===== config.mk =====
export PLATFORM = sky130hd
export DESIGN_NAME = rps_referee_flat
export DESIGN_NICKNAME = d
export VERILOG_FILES = /design/src/rtl/rps_referee_if.sv /design/src/rtl/rps_referee.sv /design/src/flat_wrapper.sv
export SDC_FILE = /design/constraint.sdc
export NUM_CORES = 1
export LEC_CHECK = 0
export CORE_MARGIN = 10
export CORE_UTILIZATION = 47
export CTS_BUF_LIST = sky130_fd_sc_hd__clkbuf_4
export CTS_CLUSTER_DIAMETER = 30
export DETAILED_ROUTE_END_ITERATION = 8
export PLACE_DENSITY = 0.82
export SLEW_MARGIN = 0
export SYNTH_ARGS = -nofsm -noshare
export SYNTH_HDL_FRONTEND = slang
export SYNTH_SLANG_ARGS = --single-unit

===== constraint.sdc =====
create_clock -name i_clock -period 1.85 [get_ports i_clock]
set_input_delay 0.37 -clock i_clock [delete_from_list [all_inputs] [get_ports i_clock]]
set_output_delay 0.37 -clock i_clock [all_outputs]
set_load 0.1 [all_outputs]

===== src/rtl/rps_referee_if.sv =====
// rps_referee_if: predictor handshake between the referee (master) and the AI predictor (slave).
interface rps_referee_if;
  logic       predict_req;
  logic       predict_valid;
  logic [1:0] ai_sel;
  modport master (output predict_req, input predict_valid, input ai_sel);
  modport slave (input predict_req, output predict_valid, output ai_sel);
endinterface


===== src/rtl/rps_referee.sv =====
// rps_referee: rock-paper-scissors round controller; fetches the AI move, takes the key press, judges and scores.
module rps_referee #(
  parameter int MAX_ROUNDS = 60,
  parameter int SCORE_W    = 8
) (
  input  logic               i_clock,
  input  logic               i_reset,
  input  logic               i_play_n,
  input  logic [1:0]         i_player_sel,
  rps_referee_if.master      pif,
  output logic [3:0]         o_combination,
  output logic               o_round_done,
  output logic [1:0]         o_reward,
  output logic               o_bad_move,
  output logic [SCORE_W-1:0] o_player_score,
  output logic [SCORE_W-1:0] o_ai_score,
  output logic [SCORE_W-1:0] o_tie_count,
  output logic [SCORE_W-1:0] o_round_count,
  output logic               o_match_over
);
  typedef enum logic [2:0] {S_REQ, S_ARMED, S_JUDGE, S_REPORT, S_DONE} state_t;
  localparam logic [SCORE_W-1:0] MAX_CNT = SCORE_W'(MAX_ROUNDS);
  state_t             r_state, w_next;
  logic               r_run, r_s1, r_s2, r_s3, r_press;
  logic [1:0]         r_ai_move, r_player_move, r_reward;
  logic [3:0]         r_comb;
  logic [SCORE_W-1:0] r_player_score, r_ai_score, r_tie_count, r_round_count;
  logic               w_req, w_bad, w_done, w_take_ai, w_take_player;
  logic [1:0]         w_beaten, w_reward;
  function automatic logic [SCORE_W-1:0] sat_inc(input logic [SCORE_W-1:0] v);
    return &v ? v : v + 1'b1;
  endfunction
  // the move that ai_move defeats: rock>scissor>paper>rock
  assign w_beaten = (r_ai_move == 2'b10) ? 2'b00 : r_ai_move + 2'b01;
  assign w_reward = (r_ai_move == r_player_move) ? 2'b00 : (r_player_move == w_beaten) ? 2'b01 : 2'b10;
  assign w_take_ai = (r_state == S_REQ) && r_run && pif.predict_valid;
  assign w_take_player = (r_state == S_ARMED) && r_press && !(&i_player_sel);
  always_comb begin
    w_next = r_state;
    w_req  = 1'b0;
    w_bad  = 1'b0;
    w_done = 1'b0;
    unique case (r_state)
      S_REQ: begin
        w_req  = r_run;
        w_next = w_take_ai ? S_ARMED : S_REQ;
      end
      S_ARMED: begin
        w_bad  = r_press && (&i_player_sel);
        w_next = w_take_player ? S_JUDGE : S_ARMED;
      end
      S_JUDGE: w_next = S_REPORT;
      S_REPORT: begin
        w_done = 1'b1;
        w_next = (r_round_count == MAX_CNT) ? S_DONE : S_REQ;
      end
      default: w_next = S_DONE;
    endcase
  end
  // r_run holds predict_req low until the first clock after reset release
  always_ff @(posedge i_clock or negedge i_reset) begin
    if (!i_reset) begin
      r_state        <= S_REQ;
      r_run          <= 1'b0;
      r_s1           <= 1'b1;
      r_s2           <= 1'b1;
      r_s3           <= 1'b1;
      r_press        <= 1'b0;
      r_ai_move      <= 2'b00;
      r_player_move  <= 2'b00;
      r_reward       <= 2'b00;
      r_comb         <= 4'b0000;
      r_player_score <= '0;
      r_ai_score     <= '0;
      r_tie_count    <= '0;
      r_round_count  <= '0;
    end else begin
      r_state        <= w_next;
      r_run          <= 1'b1;
      r_s1           <= i_play_n;
      r_s2           <= r_s1;
      r_s3           <= r_s2;
      r_press        <= r_s3 & ~r_s2;
      r_ai_move      <= w_take_ai ? ((&pif.ai_sel) ? 2'b00 : pif.ai_sel) : r_ai_move;
      r_player_move  <= w_take_player ? i_player_sel : r_player_move;
      if (r_state == S_JUDGE) begin
        r_reward       <= w_reward;
        r_comb         <= {r_ai_move, r_player_move};
        r_player_score <= (w_reward == 2'b10) ? sat_inc(r_player_score) : r_player_score;
        r_ai_score     <= (w_reward == 2'b01) ? sat_inc(r_ai_score) : r_ai_score;
        r_tie_count    <= (w_reward == 2'b00) ? sat_inc(r_tie_count) : r_tie_count;
        r_round_count  <= sat_inc(r_round_count);
      end
    end
  end
  assign pif.predict_req   = w_req;
  assign o_combination     = r_comb;
  assign o_round_done      = w_done;
  assign o_reward          = r_reward;
  assign o_bad_move        = w_bad;
  assign o_player_score    = r_player_score;
  assign o_ai_score        = r_ai_score;
  assign o_tie_count       = r_tie_count;
  assign o_round_count     = r_round_count;
  assign o_match_over      = (r_round_count == MAX_CNT);
endmodule

===== src/flat_wrapper.sv =====
// flat-port wrapper written by rule: the top's interface ports become plain ports
module rps_referee_flat 
#(
  parameter int MAX_ROUNDS = 60,
  parameter int SCORE_W    = 8
)
  (i_clock, i_reset, i_play_n, i_player_sel, o_combination, o_round_done, o_reward, o_bad_move, o_player_score, o_ai_score, o_tie_count, o_round_count, o_match_over, pif_predict_req, pif_predict_valid, pif_ai_sel);
  rps_referee_if pif_i ();
  input  logic i_clock;
  input  logic i_reset;
  input  logic i_play_n;
  input  logic [1:0] i_player_sel;
  output logic [3:0] o_combination;
  output logic o_round_done;
  output logic [1:0] o_reward;
  output logic o_bad_move;
  output logic [SCORE_W-1:0] o_player_score;
  output logic [SCORE_W-1:0] o_ai_score;
  output logic [SCORE_W-1:0] o_tie_count;
  output logic [SCORE_W-1:0] o_round_count;
  output logic o_match_over;
  output wire logic [$bits(pif_i.predict_req)-1:0] pif_predict_req;
  input wire logic [$bits(pif_i.predict_valid)-1:0] pif_predict_valid;
  input wire logic [$bits(pif_i.ai_sel)-1:0] pif_ai_sel;
  assign pif_predict_req = pif_i.predict_req;
  assign pif_i.predict_valid = pif_predict_valid;
  assign pif_i.ai_sel = pif_ai_sel;
  rps_referee #(.MAX_ROUNDS(MAX_ROUNDS), .SCORE_W(SCORE_W)) u_core (.i_clock(i_clock), .i_reset(i_reset), .i_play_n(i_play_n), .i_player_sel(i_player_sel), .pif(pif_i), .o_combination(o_combination), .o_round_done(o_round_done), .o_reward(o_reward), .o_bad_move(o_bad_move), .o_player_score(o_player_score), .o_ai_score(o_ai_score), .o_tie_count(o_tie_count), .o_round_count(o_round_count), .o_match_over(o_match_over));
endmodule

## Yosys cells after proc, flatten, opt, wreduce, memory -nomap -nowiden

Index checks and enable logic that the tools add are counted.

- Register bits: 50
- Bits of input ports: 8
- Output and inout bits: 42
- Logic and storage cells: 63

- $add $sub $neg: 5
- Equal/unequal tests: 9
- Muxes and demuxes: 11
- Bitwise gates (word level): 6
- Reduce and logical (&&, ||, !) cells: 18

Operators by type and width:

| cell | number |
|---|---|
| adder 8 x 1 -> 8 bit, second input constant | 4 |
| AND reduction 8 bit | 4 |
| case mux 3 bit (4 select lines) | 1 |
| two-way mux 2 bit | 5 |
| AND reduction 3 bit | 3 |
| == test 8 x 6 -> 1 bit, second input constant | 1 |
| == test 3 x 2 -> 1 bit, second input constant | 2 |
| AND reduction 2 bit | 3 |
| logical AND 1 bit | 5 |
| NOT 1 bit | 5 |
| == test 2 bit | 2 |
| == test 2 bit, second input constant | 2 |
| two-way mux 1 bit | 4 |
| == test 3 x 1 -> 1 bit, second input constant | 1 |
| zero test 3 bit | 1 |
| two-way mux 3 bit | 1 |
| adder 2 x 1 -> 2 bit, second input constant | 1 |
| == test 2 x 1 -> 1 bit, second input constant | 1 |
| zero test 2 bit | 1 |
| AND 1 bit | 1 |
| zero test 1 bit | 1 |

## Logic depth before layout (Yosys ltp)

Gate-level depths: netlist of run 1.

- Depth in word-level cells: 7
- Depth in mapped cells: 5
- Gate-level depth less buffers: 5

## Least setup slack after synthesis of run 1

Ideal clock, no wire load.

- Path kind: flip-flop to flip-flop
- Start point: register u_core.r_state[2]
- End point: register u_core.r_ai_move[0]
- Library setup time: 0.130 ns
- Data arrival time: 4.376 ns
- Required time: 1.720 ns
- Path slack: -2.656 ns
- Stages on the path, launching flop included: 5
- Buffers on the path: 0
- Clock period less this slack: 4.506 ns
- Cells stage by stage: dfrtp_1 -> nor4b_1 -> nand2_1 -> nand2_1 -> o21ai_0

- Cells in the longest elaborated chain, start to end: 3

RTL lines:

| element | RTL line | text |
|---|---|---|
| from (decl) | rps_referee.sv:23 | `state_t r_state, w_next;` |
| from (signal assigned) | rps_referee.sv:78 | `r_state <= w_next;` |
| zero test 3 bit | rps_referee.sv:36 | `assign w_take_ai = (r_state == S_REQ) && r_run && pif.predict_valid;` |
| logical AND 1 bit (2 in series) | rps_referee.sv:36 |  |
| to (signal assigned) | rps_referee.sv:84 | `r_ai_move <= w_take_ai ? ((&pif.ai_sel) ? 2'b00 : pif.ai_sel) : r_ai_move;` |
| to (decl) | rps_referee.sv:25 | `logic [1:0] r_ai_move, r_player_move, r_reward;` |

No other way between the ends.
A chain may end at the register's enable or synchronous reset.

## Final worst setup path of run 1

- Start point: register u_core.r_state[1]
- End point: output port o_bad_move

- Cells in the longest elaborated chain, start to end: 2

RTL lines:

| element | RTL line | text |
|---|---|---|
| == test 3 x 1 -> 1 bit | rps_referee.sv:43 | `unique case (r_state)` |
| two-way mux 1 bit | rps_referee.sv:43 |  |
| to (decl) | flat_wrapper.sv:16 | `output logic o_bad_move;` |

No other way between the ends.

==> results of run 1 <==
[how the worst max path moves through the flow]
| stage | cells after the start | start | slack [ps] | to |
|---|---|---|---|---|
| global route | 3 | u_core.r_state[1] | -250 | o_bad_move |
| CTS | 3 | u_core.r_state[1] | -180 | o_bad_move |
| floorplan | 2 | u_core.r_state[0] | -290 | o_round_done |
| global placement | 3 | u_core.r_state[2] | 50 | o_bad_move |
| detailed placement | 3 | u_core.r_state[2] | 20 | o_bad_move |
| finish | 3 | u_core.r_state[1] | -210 | o_bad_move |
[cell usage in the layout (no fill, tap or decap), types with 3 or more instances in the layout]
cell type,count
nor4_2,4
and2_1,3
nor3_2,3
inv_1,6
dfrtp_4,6
xnor2_1,13
dfstp_2,3
xor2_1,17
o21ai_0,4
buf_4,31
buf_6,6
ha_1,5
buf_12,43
nand4_1,7
clkbuf_4,6
nand3_1,9
dfrtp_1,16
nand2_1,27
dfrtp_2,25
clkdlybuf4s50_1,6
nor2_1,5
[synthesized netlist by cell type (2+ instances only)]
cell	n	area (sq um)
xor2_1	17	149
nand2b_1	2	12.5
o21ai_0	5	25.0
dfstp_2	3	78.8
mux2_2	3	33.8
and4_1	2	17.5
clkbuf_8	2	27.5
dfrtp_1	47	1180
nor4_1	6	37.5
nor3b_1	2	15.0
inv_1	8	30.0
nand3_1	9	45.0
and3_1	3	18.8
nand4_1	7	43.8
nor2_1	6	22.5
nor4b_1	4	35.0
a211oi_1	2	15.0
o22a_1	2	17.5
nor3_1	5	25.0
nand2_1	27	101
and2_1	3	18.8
ha_1	5	62.6
xnor2_1	13	114
[final cells by class]
| class | instances | area share [%] |
|---|---|---|
| Sequential cell | 50 | 32.8 |
| Multi-Input combinational cell | 146 | 32.0 |
| Timing Repair Buffer | 88 | 31.0 |
| Tap cell | 67 | 2.10 |
| Clock buffer | 6 | 1.13 |
| Inverter | 8 | 0.753 |
| Clock inverter | 2 | 0.220 |
[cell families after synthesis]
group | share of synthesized area (%)
and+or+nand+nor | 20.0
other | 0.159
muxes | 1.86
xor gates and xnor gates | 11.1
adders and majority gates | 2.65
DFF | 53.2
AOI/OAI and AO/OA | 7.21
buffers and inverters | 3.76
[layer usage]
layer	track usage, %	vias up
li1	-	915
met1	15.1	992
met2	24.9	67
met3	5.82	13
met4	3.79	0
met5	0	-
[report_power, final]
group	switching, mW	internal (mW)	leakage, nW	total (mW)
Sequential	0.369	1.38	0.608	1.75
Clock	0.331	0.158	0.0331	0.490
Combinational	2.39	1.61	1.07	3.99
Total	3.09	3.15	1.71	6.23
[registers in the layout, summed over array words and instances (netlist names)]
name,cells
u_core.r_player_move,2
u_core.o_tie_count,8
u_core.o_round_count,8
u_core.r_s2,1
u_core.r_s3,1
u_core.o_combination,4
u_core.o_reward,2
u_core.r_ai_move,2
u_core.r_run,1
u_core.r_press,1
u_core.o_player_score,8
u_core.o_ai_score,8
u_core.r_state,3
u_core.r_s1,1
[worst max-delay path, delay by kind of cell (launching register included)]
kind	cells	cell delay, ps
and+or+nand+nor	2	710
DFF	1	420
buffers and inverters	1	180
[what timing repair did]
item | in CTS | in global routing
endpoints found under the hold margin | 17 | 0
gates cloned | 0 | 1
gates resized for setup | 9 | 32
setup endpoints to repair | 5 | 28
setup buffers | 8 | 12
pin swaps | 1 | 11
hold buffers | 1 | 0
==> qor.yml, run 1 <==
grt_pass1_wl_um: 9690
dieArea_sq_um: 8250
antenna_found_initial: 0
boundaryPins: 50
drive_above_1_share_pct: 53.0
critPathMaxFanout: 2
grt_max_degree: 34
clock_latency_ps: 370
fin_cells: 367
clockBufferDepth: 2
synthFlopType: "dfrtp_1"
path_cells: "or4b_4 -> nor2_4 -> buf_12"
setup-violations-final: 4
drt_pass1_iterations: 4
finalCriticalPeriod_ps: 2060
drt_iter0_drc: 74
grt_pass1_vias: 1952
yosysUniqueCellTypes: 50
final_util_pct: 83.3
async_flop_share_pct: 100
routed_wl_um: 6380
timing.rr.end: "u_core.o_player_score[7]"
hold_slack_ps: 369
syn_to_final_growth_pct: 68.9
via_per_inst: 5.41
port_buffers: 49
yosys_register_bits: 50
multi_input_comb_area_sq_um: 1270
path_clk_slew_ps: 140
antenna_cells: 0
ys_warn_count: 0
fill_cells: 240
rr_startpoint: "u_core.r_state[0]"
fmax_mhz: 487
post-route-drc-count: 0
hold_violations: 0
path_class: "flop to output port"
critPathLaunchType: "flop"
dieHeight_um: 90.9
whs_endpoint: "u_core.r_s2"
fin_ws_ps: -205
reg2regPathDepth: 5
antenna_left: 0
crit_slowest_cell: "or4b_4"
syn_avg_cell_area_sq_um: 11.2
tns_ps: -538
dr.max_layer_used: "met4"
power.leakage_nw: 1.71
crit_arrival_ps: 1690
hold_class: "flop to flop"
placed_cells: 337
cts_made_buffers: 5
seq_area_sq_um: 1310
core_area_sq_um: 4790
vias: 1987
tritoncts: "yes"
synth-seq-area-share_pct: 53.2
fin_skew_ps: 10.6
slew_viol_final: 0
start_util_pct: 49.3
status: "finished, violations left"
syn_area_sq_um: 2360
root_buffer: "clkbuf_4"
grt_usage_pct: 14.1
ff2ff_setup_slack_ps: -110
vdd_drop_max_v: 0.00139
clock-sinks: 50
worstHoldStart: "u_core.r_s1"
slowest_delay_ps: 560
p_total_mw: 6.23
die_w_um: 90.9
drt-met1-wl_um: 2480
place_area_sq_um: 3530
h-tree-depth: 2
wl_met2_um: 3350
p_per_area_nw_per_um2: 1560
whs_path_depth: 0
num_rows: 25
failed_checks: "negative setup slack"
fin_nets: 312
rsz0062_at_grt: "yes"
period_share_pct: 111
place_ws_ps: 23.7
place_hpwl_um: 4170
drv_cap: 0
cp-end-kind: "output port"
worstPathRequired_ps: 1480
syn-num-nets: 223
gp_congestion: 0.822
synth_edf_count: 0
grt_overflow: 0
syn_inst: 210
wire_per_inst_um: 17.4
final_area_sq_um: 3990
met3_length_um: 440
(Power assumes the default switching activity.)
==> run 2: changes to the inputs <==
Settings changed: CORE_ASPECT_RATIO from default to 0.8.
==> run 2 against run 1 <==
Net effect: cell area shrank 0.56%; global-route usage rose by 0.20 points; clock power is 7.8% higher; sequential power about the same; die area increased by 0.22%; the run still ends with negative setup slack left; power is 2.0% lower; clock-buffer cell count did not move; register-to-register slack about the same; largest cell class unchanged; clock skew down 1.9 ps; worst hold slack better by 1.8 ps; critical path type unchanged; non-clock buffer count is 2 lower; critical path depth stayed put.
==> qor.yml, run 2 (same netlist as run 1, synthesis figures left out) <==
status: "finished, violations left"  # unchanged
failed_checks: "negative setup slack"  # unchanged
rsz0062_at_grt: "yes"  # unchanged
final_cell_mix: "buf_12 (43), nand2_1 (27), buf_4 (27)"  # was buf_12 (43), buf_4 (31), nand2_1 (27)
p_total_mw: 6.11  # was 6.23 mW
antenna_left: 0  # unchanged
grt_max_degree: 35  # was 34
via_per_inst: 5.50  # was 5.41
antenna_found_initial: 0  # unchanged
core_area_sq_um: 4710  # was 4790 sq um
drt_pass1_iterations: 4  # unchanged
fmax_mhz: 479  # was 487 MHz
crit_arrival_ps: 1720  # was 1690 ps
clock-sinks: 50  # unchanged
finalCriticalPeriod_ps: 2090  # was 2060 ps
gp_congestion: 0.843  # was 0.822
port_buffers: 49  # unchanged
start_util_pct: 50.1  # was 49.3%
path_clk_slew_ps: 150  # was 140 ps
place_ws_ps: 23.5  # was 23.7 ps
boundaryPins: 50  # unchanged
grt_usage_pct: 14.3  # was 14.1%
num_rows: 22  # was 25
vdd_drop_max_v: 0.00127  # was 0.00139 V
syn_to_final_growth_pct: 68.0  # was 68.9%
dieArea_sq_um: 8270  # was 8250 sq um
whs_path_depth: 1  # was 0
cp-end-kind: "output port"  # unchanged
root_buffer: "clkbuf_4"  # unchanged
p_per_area_nw_per_um2: 1540  # was 1560 nW/um^2
tns_ps: -651  # was -538 ps
reg2regPathDepth: 7  # was 5
wire_per_inst_um: 19.1  # was 17.4 um
fin_nets: 309  # was 312
clock_latency_ps: 380  # was 370 ps
path_class: "flop to output port"  # unchanged
fin_cells: 357  # was 367
drive_above_1_share_pct: 53.2  # was 53.0%
critPathMaxFanout: 4  # was 2
grt_pass1_wl_um: 9980  # was 9690 um
place_hpwl_um: 4120  # was 4170 um
critPathLaunchType: "flop"  # unchanged
final_common_cell: "buf_12"  # unchanged
hold_violations: 0  # unchanged
fill_cells: 214  # was 240
setup-violations-final: 8  # was 4
clockBufferDepth: 2  # unchanged
worstSetupStartpoint: "u_core.r_state[1]"  # unchanged
routed_wl_um: 6830  # was 6380 um
grt_overflow: 0  # unchanged
antenna_cells: 0  # unchanged
period_share_pct: 113  # was 111%
cts_made_buffers: 5  # unchanged
final_area_sq_um: 3960  # was 3990 sq um
power.leakage_nw: 1.69  # was 1.71 nW
hold_slack_ps: 371  # was 369 ps
h-tree-depth: 2  # unchanged
dieHeight_um: 83.4  # was 90.9 um
rr_startpoint: "u_core.r_state[2]"  # was u_core.r_state[0]
fin_skew_ps: 8.68  # was 10.6 ps
drv_cap: 0  # unchanged
hold_class: "primary input to flop"  # was flop to flop
ff2ff_setup_slack_ps: -120  # was -110 ps
tritoncts: "yes"  # unchanged
whs_endpoint: "u_core.r_s1"  # was u_core.r_s2
drt_iter0_drc: 119  # was 74
final_util_pct: 84.2  # was 83.3%
vias: 1964  # was 1,987
worstHoldStart: "i_play_n"  # was u_core.r_s1
post-route-drc-count: 0  # unchanged
placed_cells: 330  # was 337
place_area_sq_um: 3530  # about the same
slew_viol_final: 0  # unchanged
fin_ws_ps: -238  # was -205 ps
worstPathRequired_ps: 1480  # about the same
grt_pass1_vias: 1997  # was 1,952
timing.rr.end: "u_core.o_player_score[1]"  # was u_core.o_player_score[7]
die_w_um: 99.2  # was 90.9 um
==> run 2: changes by cell type in the layout (fill, tap and decap cells not counted), moves of 2 or more <==
cell	delta
buf_4	-4
nor4_4	+2
nor3_1	-2
a211oi_2	+2
buf_6	+2
nor3_2	+2
nor4_2	-3
==> run 2: worst max-delay path, stage by stage, from the launching register on <==
cell,delay (ps)
dfrtp_1,470
or4b_4,570
nor2_4,120
buf_12,180
==> run 2: worst max path at each step <==
| stage | to | depth (start not counted) | slack, ps |
|---|---|---|---|
| after floorplan | o_round_done | 2 | -290 |
| after global placement | o_bad_move | 3 | 40 |
| after CTS | o_bad_move | 3 | -190 |
| after detailed placement | o_bad_move | 3 | 20 |
| final | o_bad_move | 3 | -240 |
| after global routing | o_bad_move | 3 | -290 |
==> run 2: final cells by class <==
class	count	area, sq um	share of cell area [%]
repair buffers	86	1230	31.0
clock buffers	6	45.0	1.14
inverters	8	30.0	0.758
flip-flops and latches	50	1310	33.0
clock inverters	2	8.76	0.221
multi-input cells	145	1270	31.9
well taps	60	75.1	1.89
==> run 2: routing by layer <==
| metal | vias up | GRT usage (%) | wire length, um |
|---|---|---|---|
| li1 | 903 | - | - |
| met1 | 996 | 16.2 | 2730 |
| met2 | 52 | 24.5 | 3590 |
| met3 | 13 | 4.97 | 414 |
| met4 | 0 | 4.27 | 96 |
| met5 | - | 0 | 0 |
==> run 2: timing repair <==
| item | 4_1_cts | 5_1_grt |
|---|---|---|
| hold endpoints to repair | 16 | 0 |
| hold buffers | 1 | 0 |
| setup buffers | 5 | 13 |
| pin swaps | 4 | 13 |
| setup endpoints to repair | 4 | 30 |
| gates resized for setup | 13 | 31 |
==> run 2: where the power goes <==
group	internal, mW	total [mW]	switching [mW]
Clock	0.159	0.528	0.369
Combinational	1.49	3.84	2.35
Sequential	1.38	1.74	0.355
